`src/rtl/ram_carga_elevador_param.sv`:
```
// Elevator cargo queue: compacted slot storage with load/pop, a registered read port
// and an IDLE/UNLOAD FSM that hands out every object addressed to the current floor.
module ram_carga_elevador_param #(
  parameter int DEPTH  = 8,
  parameter int TIPO_W = 2,
  parameter int DEST_W = 2,
  parameter int AW     = $clog2(DEPTH),
  parameter int CW     = $clog2(DEPTH + 1)
) (
  input  logic              clk,
  input  logic              clear_n,
  input  logic [TIPO_W-1:0] in_tipo_objeto,
  input  logic [DEST_W-1:0] in_destino_objeto,
  input  logic              weT,
  input  logic              shift,
  input  logic              tira_objetos,
  input  logic [DEST_W-1:0] andar_atual,
  input  logic [AW-1:0]     addr,
  output logic [TIPO_W-1:0] tipo_objeto,
  output logic [DEST_W-1:0] destino_objeto,
  output logic              saida_valid,
  input  logic              saida_ready,
  output logic [TIPO_W-1:0] saida_tipo,
  output logic [DEST_W-1:0] saida_destino,
  output logic [CW-1:0]     ocupacao,
  output logic              tem_vaga,
  output logic              vazio,
  output logic              ocupado,
  output logic              erro_cheio
);

  typedef enum logic {IDLE, UNLOAD} state_t;

  state_t              state, state_nxt;
  logic                vld_mem  [DEPTH];
  logic [TIPO_W-1:0]   tipo_mem [DEPTH];
  logic [DEST_W-1:0]   dest_mem [DEPTH];
  logic [CW-1:0]       idx, idx_nxt;
  logic [DEST_W-1:0]   andar_reg, andar_nxt;
  logic [AW-1:0]       addr_reg;
  logic [AW-1:0]       idx_a, tail_a;
  logic                do_load, do_err, do_remove;
  logic [AW-1:0]       rem_pos;
  logic                match, idx_in_range, addr_in_range;

  assign idx_a         = idx[AW-1:0];
  assign tail_a        = ocupacao[AW-1:0];
  assign tem_vaga      = ocupacao < CW'(DEPTH);
  assign vazio         = (ocupacao == '0);
  assign ocupado       = (state == UNLOAD);
  assign idx_in_range  = idx < ocupacao;
  assign match         = idx_in_range && vld_mem[idx_a] && (dest_mem[idx_a] == andar_reg);
  assign saida_valid   = (state == UNLOAD) && match;
  assign saida_tipo    = saida_valid ? tipo_mem[idx_a] : '0;
  assign saida_destino = saida_valid ? dest_mem[idx_a] : '0;

  assign addr_in_range  = CW'(addr_reg) < ocupacao;
  assign tipo_objeto    = addr_in_range ? tipo_mem[addr_reg] : '0;
  assign destino_objeto = addr_in_range ? dest_mem[addr_reg] : '0;

  always_comb begin
    state_nxt = state;
    idx_nxt   = idx;
    andar_nxt = andar_reg;
    do_load   = 1'b0;
    do_err    = 1'b0;
    do_remove = 1'b0;
    rem_pos   = '0;
    case (state)
      IDLE: begin
        if (weT) begin
          do_load = tem_vaga;
          do_err  = !tem_vaga;
        end else if (shift) begin
          do_remove = !vazio;
        end else if (tira_objetos) begin
          state_nxt = UNLOAD;
          idx_nxt   = '0;
          andar_nxt = andar_atual;
        end
      end
      UNLOAD: begin
        // A completed handshake keeps idx: the next object slides into the same slot.
        if (!idx_in_range) begin
          state_nxt = IDLE;
          idx_nxt   = '0;
        end else if (match) begin
          if (saida_ready) begin
            do_remove = 1'b1;
            rem_pos   = idx_a;
          end
        end else begin
          idx_nxt = idx + 1'b1;
        end
      end
      default: state_nxt = IDLE;
    endcase
  end

  always_ff @(posedge clk or negedge clear_n) begin
    if (!clear_n) begin
      state      <= IDLE;
      idx        <= '0;
      andar_reg  <= '0;
      addr_reg   <= '0;
      ocupacao   <= '0;
      erro_cheio <= 1'b0;
    end else begin
      state      <= state_nxt;
      idx        <= idx_nxt;
      andar_reg  <= andar_nxt;
      addr_reg   <= addr;
      erro_cheio <= do_err;
      if (do_load)
        ocupacao <= ocupacao + 1'b1;
      else if (do_remove)
        ocupacao <= ocupacao - 1'b1;
    end
  end

  always_ff @(posedge clk or negedge clear_n) begin
    if (!clear_n) begin
      for (int i = 0; i < DEPTH; i++) begin
        vld_mem[i]  <= 1'b0;
        tipo_mem[i] <= '0;
        dest_mem[i] <= '0;
      end
    end else if (do_load) begin
      vld_mem[tail_a]  <= 1'b1;
      tipo_mem[tail_a] <= in_tipo_objeto;
      dest_mem[tail_a] <= in_destino_objeto;
    end else if (do_remove) begin
      for (int i = 0; i < DEPTH - 1; i++) begin
        if (AW'(i) >= rem_pos) begin
          vld_mem[i]  <= vld_mem[i+1];
          tipo_mem[i] <= tipo_mem[i+1];
          dest_mem[i] <= dest_mem[i+1];
        end
      end
      vld_mem[DEPTH-1]  <= 1'b0;
      tipo_mem[DEPTH-1] <= '0;
      dest_mem[DEPTH-1] <= '0;
    end
  end

endmodule

```
`config.mk`:
```
export PLATFORM = sky130hd
export DESIGN_NAME = ram_carga_elevador_param
export DESIGN_NICKNAME = d
export VERILOG_FILES = /design/src/rtl/ram_carga_elevador_param.sv
export SDC_FILE = /design/constraint.sdc
export NUM_CORES = 1
export LEC_CHECK = 0
export CAP_MARGIN = 0
export CORE_UTILIZATION = 25
export CTS_BUF_LIST = sky130_fd_sc_hd__clkbuf_8
export DETAILED_ROUTE_END_ITERATION = 6
export SLEW_MARGIN = 10
export SYNTH_ARGS = -nofsm -noshare
export SYNTH_HDL_FRONTEND = slang
export SYNTH_SLANG_ARGS = --single-unit
export TNS_END_PERCENT = 20
```
`constraint.sdc`:
```
create_clock -name clk -period 8.4 [get_ports clk]
set_clock_uncertainty 0.2 [all_clocks]
set_input_delay 1.26 -clock clk [delete_from_list [all_inputs] [get_ports clk]]
set_output_delay 1.26 -clock clk [all_outputs]
set_load 0.05 [all_outputs]
```
==> results.py, run 1 <==
metrics = {
    "critical_path": {
        "r2r_end": "dest_mem[2]",
        "path_class": "reg2out",
        "start_kind": "flip-flop",
        "path_max_fanout": 18,
        "crit_arrival_ns": 4.11,
        "startpoint": "idx[0]",
        "cp.required_ns": 6.94,
        "reg2reg_setup_slack_ns": 4.42,
        "reg2reg_from": "idx[0]",
        "endpoint_kind": "output pin",
        "rr_worst_depth": 7,
        "crit_end": "saida_tipo[1]",
    },
    "worst_hold_path": {
        "hold_path.class": "reg2reg",
    },
    "synthesis": {
        "ys.flop_type": "dfrtp_1",
        "synth_edf_count": 0,
        "synth-xor-area-share_pct": 0.7410,
        "yosysWarnings": 0,
        "synth-simple-area-share_pct": 17.04,
        "ys_ff_latch": 55,
        "synth_top_family_by_area": "multiplexers",
        "synthAdderAreaFrac_pct": 3.387,
        "syn-num-nets": 373,
        "syn_avg_cell_area_um2": 10.16,
        "synth_area_leaders": "dfrtp_1, mux4_2, nand2_1, o21ai_0, mux2_1",
        "synth-compound-area-share_pct": 18.07,
        "synth_largest_area_cell": "dfrtp_1",
        "yosysTopAreaCellShare_pct": 38.81,
        "syn-instance-count": 349,
        "async_flop_share_pct": 100.0,
        "yosysSeqAreaShare_pct": 38.81,
        "synth.distinct_cells": 56,
        "netlist_area_um2": 3546,
        "synthMuxAreaShare_pct": 18.53,
    },
    "cts": {
        "hold_buffers": 0,
        "ctsHtreeMaxLevel": 2,
        "clock-root-buffer": "clkbuf_8",
        "clkLatencyLatePin_ns": 0.33,
        "cts_resized": 0,
        "post_cts_buffers": 0,
        "clk_pin_slew_ns": 0.11,
        "cts_max_path_buffers": 2,
        "cts.sinks": 55,
        "cts_tree": "built",
        "numCtsBuffers": 5,
    },
    "routing": {
        "drc": 0,
        "ant_nets": 0,
        "top_layer": "met4",
        "route.met3.wl_um": 663,
        "vias_per_cell": 5.246,
        "routedWlPerCell_um": 18.81,
        "wl_mm": 10.38,
        "wirelength_met1_mm": 4.321,
        "vias": 2896,
        "drt_first_iter_violations": 241,
        "dr_wl_met2_mm": 5.012,
        "dr.pass1.iters": 4,
    },
    "final_layout": {
        "multiInputGateArea_um2": 2048,
        "final_util_pct": 29.88,
        "nNetsFinal": 395,
        "reg_top3": "dest_mem x16, tipo_mem x16, vld_mem x8",
        "final_cell_mix": "dfrtp_1, nand2_1, clkdlybuf4s50_1",
        "area_growth_pct": 16.97,
        "drive_gt1_share_pct": 14.52,
        "layout_commonest_cell": "dfrtp_1",
        "antenna_cells": 0,
        "register_area_um2": 1376,
        "fill_cells": 1445,
    },
    "sta": {
        "rsz0062_at_grt": "false",
        "timing.hold.ws_ns": 0.3135,
        "finalHoldViolCount": 0,
        "fin_crit_sh_pct": 66.31,
        "slew_viol_final": 0,
        "setup_viol": 0,
        "tightest_slew_ns": 1.058,
        "fmax_mhz": 179.5,
        "fin_setup_tns_ns": 0,
        "max_slew_margin_pct": 29.42,
        "min_period_ns": 5.570,
    },
    "floorplan": {
        "die_area_um2": 14660,
        "ioPinCount": 32,
        "dieWidth_um": 121.1,
        "rows": 43,
        "start_util_pct": 25.55,
        "die_y_um": 121.1,
        "core_um2": 13880,
    },
    "global_route": {
        "grt_pass1_wl_mm": 16.60,
        "first_global_vias": 2935,
        "grt_overflow": 0,
        "grtUsageTotal_pct": 15.10,
        "grt_start_max_net_pins": 56,
        "grt_antenna_before_repair": 0,
    },
    "power": {
        "p_total_uw": 1725,
        "cellLeakagePower_uw": 0.001698,
        "power.density_nw_per_um2": 415.8,
        "peakVddDrop_mv": 0.1079,
    },
    "placed_design": {
        "io_buffers": 31,
        "gp_congestion": 0.8651,
        "dp_hpwl_mm": 7.374,
    },
    "job": {
        "cap_violations": 0,
    },
    "outcome": {
        "status": "complete, no violations",
    },
}
worst max-delay path: stages (launching register included):
cell and delay (ns):
dfrtp_1 0.94, mux4_2 0.62, mux2i_2 0.28, xnor2_1 0.19, a211oi_4 0.47, nand2_1 0.27
a21oi_1 0.18, clkdlybuf4s50_1 0.82
logic make-up (layout without fill, tap and decap cells):
kind of cell	Yosys count	count (layout)
and+or+nand+nor	128	128
AOI/OAI and AO/OA	81	81
DFF	55	55
muxes	43	43
buffers and inverters	30	53
adders and majority gates	9	9
xor gates and xnor gates	3	3
worst min path at each step:
stage,end,slack (ns),cells after the start,start
2_1_floorplan,vld_mem[0],0.26,2,vld_mem[0]
3_3_place_gp,vld_mem[7],0.29,1,vld_mem[7]
3_5_place_dp,vld_mem[0],0.29,2,vld_mem[0]
4_1_cts,vld_mem[0],0.32,2,vld_mem[0]
5_1_grt,vld_mem[0],0.35,2,vld_mem[0]
6_report,vld_mem[0],0.31,2,vld_mem[0]
per-layer routing:
layer	up-vias	global-route usage, %
met4	0	6.944
met3	22	3.289
met1	1438	19.45
li1	1327	-
met2	109	24.11
met5	-	0
stage by stage:
stage | setup slack (ns) | cell area (um^2) | std cells
final | 2.830 | 4148 | 552
after global routing | 2.577 | 4148 | 552
after CTS | 2.773 | 4148 | 552
after detailed placement | 3.136 | 4011 | 544
after global placement | 3.230 | 4011 | 544
after floorplan | 3.985 | 3546 | 349
where the power goes:
part           internal, uW  switching, uW  leakage, uW
Clock                   119           97.5    0.0000644
Sequential              371            157     0.000676
Combinational           414            567     0.000958
cell usage after synthesis (8+ instances only):
library cell / instances
dfrtp_1: 55
nand2_1: 49
nor2_1: 27
o21ai_0: 21
mux4_2: 16
clkbuf_1: 13
inv_1: 13
a31oi_1: 9
mux2_1: 9
mux2_2: 9
ha_1: 8
mux2i_1: 8
nand2b_1: 8
area by class of cell:
class                           instances  area share [%]
Inverter                               13           1.176
Multi-Input combinational cell        264           49.38
Clock buffer                            5           1.659
Sequential cell                        55           33.18
Tap cell                              180           5.430
Clock inverter                          3           1.629
Timing Repair Buffer                   32           7.541
Note: power is estimated with default switching activity, not from simulation.
==> inputs of run 2 (changes only) <==
- clock period: 8.4 -> 5 ns (I/O delays scaled with it)
==> run 2 against run 1 <==
Critical path depth did not move; combinational power rose by 77%; sequential share of layout area fell by 0.30 points; worst hold slack got worse by 0.0051 ns; clock-buffer cell count did not move; critical path type unchanged; largest power group unchanged.
==> results.py, run 2 (synthesis results as in run 1) <==
metrics = {
    "outcome": {
        "status": "complete, no violations",
    },
    "routing": {
        "vias": 2962,
        "drt_first_iter_violations": 220,
        "wl_mm": 10.67,
        "dr_wl_met2_mm": 4.992,
        "routedWlPerCell_um": 19.16,
        "dr.pass1.iters": 5,
        "wirelength_met1_mm": 4.395,
        "drc": 0,
        "top_layer": "met4",
        "vias_per_cell": 5.318,
        "route.met3.wl_um": 775,
        "ant_nets": 0,
    },
    "critical_path": {
        "worst_path_largest_cell_delay_ns": 0.83,
        "cp.required_ns": 4.05,
        "worst_path_max_delay_cell": "clkdlybuf4s50_1",
        "crit_arrival_ns": 3.50,
        "path_class": "reg2out",
        "start_kind": "flip-flop",
        "path_max_fanout": 10,
        "cp_top_family": "multiplexers",
        "crit_chain": "mux4_2, mux2i_2, xnor2_1, a211oi_4, nand2_1, a21oi_1, clkdlybuf4s50_1",
        "worst-path-buf-inv": 1,
        "endpoint_kind": "output pin",
    },
    "final_layout": {
        "drive_gt1_share_pct": 15.65,
        "area_growth_pct": 18.03,
        "layout_commonest_cell": "dfrtp_1",
        "nNetsFinal": 400,
        "antenna_cells": 0,
        "reg_top3": "dest_mem x16, tipo_mem x16, vld_mem x8",
        "fin_area_um2": 4185,
        "final_cell_mix": "dfrtp_1, nand2_1, clkdlybuf4s50_1",
    },
    "cts": {
        "ctsHtreeMaxLevel": 2,
        "hold_buffers": 0,
        "cts_max_path_buffers": 2,
        "post_cts_buffers": 0,
        "cts.sinks": 55,
        "numCtsBuffers": 5,
        "clk_pin_slew_ns": 0.11,
        "clock-root-buffer": "clkbuf_8",
        "cts_tree": "built",
        "clkLatencyLatePin_ns": 0.34,
        "cts_resized": 0,
    },
    "job": {
        "cap_violations": 0,
    },
    "floorplan": {
        "rows": 43,
        "core_um2": 13880,
        "die_y_um": 121.1,
        "die_area_um2": 14660,
        "ioPinCount": 32,
        "dieWidth_um": 121.1,
        "start_util_pct": 25.55,
    },
    "sta": {
        "setup_viol": 0,
        "min_period_ns": 4.455,
        "fin_setup_tns_ns": 0,
        "fmax_mhz": 224.5,
        "finalHoldViolCount": 0,
        "max_slew_margin_pct": 30.53,
        "slew_viol_final": 0,
        "fin_ws_ns": 0.5451,
        "fin_crit_sh_pct": 89.10,
        "tightest_slew_ns": 1.029,
        "timing.hold.ws_ns": 0.3084,
        "rsz0062_at_grt": "false",
    },
    "global_route": {
        "grtUsageTotal_pct": 15.78,
        "grt_overflow": 0,
        "grt_start_max_net_pins": 56,
        "grt_pass1_wl_mm": 17.25,
        "first_global_vias": 3087,
        "grt_antenna_before_repair": 0,
    },
    "power": {
        "power.density_nw_per_um2": 701.4,
        "cellLeakagePower_uw": 0.001724,
        "peakVddDrop_mv": 0.1990,
    },
    "placed_design": {
        "gp_congestion": 0.9038,
        "dp_hpwl_mm": 7.733,
        "placed_cell_area_um2": 4049,
        "io_buffers": 31,
        "pre_cts_ws_ns": 0.9360,
    },
    "worst_hold_path": {
        "hold_path.class": "reg2reg",
    },
}
==> run 2: cell types whose count changed in the layout (fill, tap and decap cells not counted) <==
cell	previous run	this run
buf_4	1	6
==> run 2: metal layers <==
layer,global-route usage [%],vias to the layer above
met5,0,-
met4,8.488,0
met3,3.242,34
met2,25.18,120
met1,19.99,1464
li1,-,1344
==> run 2: worst min-delay path, cell delays in order, from the launching register on <==
cell     delay (ns)
dfrtp_1        0.37
nand2_1        0.05
nand2_1        0.06
==> run 2: power breakdown <==
part	switching [uW]	internal, uW
registers	214	625
logic	1020	709
clock network	169	200
total	1400	1530
==> run 2: final timing paths <==
check / startpoint / end / slack [ns] / depth (start not counted)
max in group asynchronous: clear_n / tipo_mem[3] / 3.74 / 2
min in group asynchronous: clear_n / erro_cheio / 0.32 / 2
worst min-delay path: vld_mem[0] / vld_mem[0] / 0.31 / 2
worst min register to register: vld_mem[0] / vld_mem[0] / 0.31 / 2
worst max-delay path: idx[0] / saida_tipo[0] / 0.55 / 7
worst max register to register: idx[1] / dest_mem[4] / 1.26 / 8
==> run 2: final cells by class <==
class                           count  area (um^2)
Fill cell                        1442         9696
Multi-Input combinational cell    264         2048
Sequential cell                    55         1376
Timing Repair Buffer               37        350.3
Tap cell                          180        225.2
Clock buffer                        5        68.82
Clock inverter                      3        67.56
Inverter                           13        48.80
==> run 2: through the flow <==
step	std cells	util, %	total power, uW
2_1_floorplan	349	-	2072
3_3_place_gp	549	29.17	2528
3_5_place_dp	549	29.17	2568
4_1_cts	557	30.15	2939
5_1_grt	557	30.15	3136
6_report	557	30.15	2936
==> inputs of run 3 (changes only) <==
- CORE_ASPECT_RATIO: default -> 1.5
==> run 3 against run 2 <==
Cell area fell by 1.4%; die area barely moved; clock power fell by 16%; clock-buffer cell count did not move; maximum frequency fell by 5.5%; wire length fell by 0.78%; non-clock buffer count fell by 2; power fell by 2.0%; sequential share of layout area rose by 0.47 points; worst hold slack improved by 0.023 ns; highest routed layer unchanged.
==> results.py, run 3 (synthesis results as in run 1) <==
metrics = {
    "outcome": {
        "status": "complete, no violations",
    },
    "floorplan": {
        "rows": 52,
        "die_y_um": 147.9,
        "dieWidth_um": 99.24,
        "die_area_um2": 14670,
        "ioPinCount": 32,
        "core_um2": 13660,
        "start_util_pct": 25.95,
    },
    "placed_design": {
        "io_buffers": 31,
        "gp_congestion": 0.9117,
        "dp_hpwl_mm": 8.020,
    },
    "final_layout": {
        "reg_top3": "dest_mem x16, tipo_mem x16, vld_mem x8",
        "fill_cells": 1406,
        "final_cell_mix": "dfrtp_1, nand2_1, clkdlybuf4s50_1",
        "nNetsFinal": 398,
        "register_area_um2": 1376,
        "area_growth_pct": 16.37,
        "final_util_pct": 30.20,
        "drive_gt1_share_pct": 15.20,
        "multiInputGateArea_um2": 2048,
        "antenna_cells": 0,
        "layout_commonest_cell": "dfrtp_1",
    },
    "critical_path": {
        "start_kind": "flip-flop",
        "reg2reg_setup_slack_ns": 1.23,
        "cp_top_family": "flip-flops",
        "crit_arrival_ns": 3.76,
        "cp.required_ns": 4.05,
        "endpoint_kind": "output pin",
        "path_class": "reg2out",
        "worst_path_largest_cell_delay_ns": 0.84,
        "path_max_fanout": 19,
        "crit_chain": "mux4_2, mux2i_2, xnor2_1, a211oi_4, nand2_1, a21oi_1, clkdlybuf4s50_1",
        "worst-path-buf-inv": 1,
        "worst_path_max_delay_cell": "dfrtp_1",
    },
    "cts": {
        "post_cts_buffers": 0,
        "clkLatencyLatePin_ns": 0.32,
        "cts_max_path_buffers": 2,
        "cts_tree": "built",
        "cts_resized": 0,
        "clk_pin_slew_ns": 0.11,
        "cts.sinks": 55,
        "ctsHtreeMaxLevel": 2,
        "hold_buffers": 0,
        "numCtsBuffers": 5,
        "clock-root-buffer": "clkbuf_8",
    },
    "routing": {
        "drt_first_iter_violations": 199,
        "vias": 2998,
        "wl_mm": 10.59,
        "drc": 0,
        "ant_nets": 0,
        "routedWlPerCell_um": 19.72,
        "dr.pass1.iters": 4,
        "vias_per_cell": 5.583,
    },
    "sta": {
        "fin_setup_tns_ns": 0,
        "finalHoldViolCount": 0,
        "max_slew_margin_pct": 47.02,
        "tightest_slew_ns": 0.7918,
        "rsz0062_at_grt": "false",
        "setup_viol": 0,
        "min_period_ns": 4.714,
        "fin_crit_sh_pct": 94.28,
        "slew_viol_final": 0,
        "fmax_mhz": 212.1,
    },
    "job": {
        "cap_violations": 0,
    },
    "global_route": {
        "grt_antenna_before_repair": 0,
        "grt_start_max_net_pins": 56,
        "grtUsageTotal_pct": 15.05,
        "grt_overflow": 0,
        "grt_pass1_wl_mm": 16.88,
        "first_global_vias": 3106,
    },
    "worst_hold_path": {
        "hold_path.class": "in2async",
    },
    "power": {
        "peakVddDrop_mv": 0.3019,
        "cellLeakagePower_uw": 0.001703,
        "power.density_nw_per_um2": 697.1,
    },
}
-- run 3: area by class of cell --
type,count,area share [%]
tap,162,4.912
multi-input combinational,264,49.64
timing repair buffer,35,8.126
sequential,55,33.35
clock inverter,3,1.122
clock buffer,5,1.668
inverter,13,1.183
-- run 3: stage by stage --
stage / instances / power [uW] / hold WS (ns) / setup slack [ns] / area [um^2]
CTS: 537 / 2883 / 0.3357 / 0.2850 / 4126
detailed placement: 529 / 2566 / 0.3093 / 0.6759 / 4011
global route: 537 / 3064 / 0.3718 / 0.09684 / 4126
global placement: 529 / 2521 / 0.2941 / 0.7775 / 4011
finish: 537 / 2876 / 0.3312 / 0.2861 / 4126
floorplan: 349 / 2072 / 0.2544 / 1.095 / 3546
-- run 3: final timing paths --
kind	start	to	cells past startpoint
worst max-delay path	idx[1]	saida_tipo[1]	7
worst min-delay path	clear_n	tipo_mem[6]	2
worst max register to register	idx[1]	dest_mem[7]	7
worst min register to register	idx[3]	idx[3]	1
max in group asynchronous	clear_n	erro_cheio	2
min in group clk	idx[3]	idx[3]	1
-- run 3: worst reg2reg max path, delay by kind of cell, from the launching register on --
| family | cells | cell delay [ns] |
|---|---|---|
| DFF | 1 | 0.84 |
| and+or+nand+nor | 1 | 0.30 |
| muxes | 2 | 0.90 |
| buffers and inverters | 1 | 0.09 |
| AOI/OAI and AO/OA | 3 | 1.34 |
-- run 3: power by group --
part	switching [uW]	total, uW	leakage (uW)	internal, uW
Combinational	986	1690	0.000973	703
Sequential	254	878	0.000676	624
Clock	159	310	0.0000548	151
Total	1400	2880	0.00170	1480
-- run 3: layer usage --
metal	part of all wire (%)	wire (um)	GRT usage (%)	vias to the layer above
li1	-	-	-	1341
met1	38	3978	16.86	1495
met2	52	5540	26.49	121
met3	4.4	461	1.891	41
met4	5.8	609	10.00	0
met5	0	0	0	-
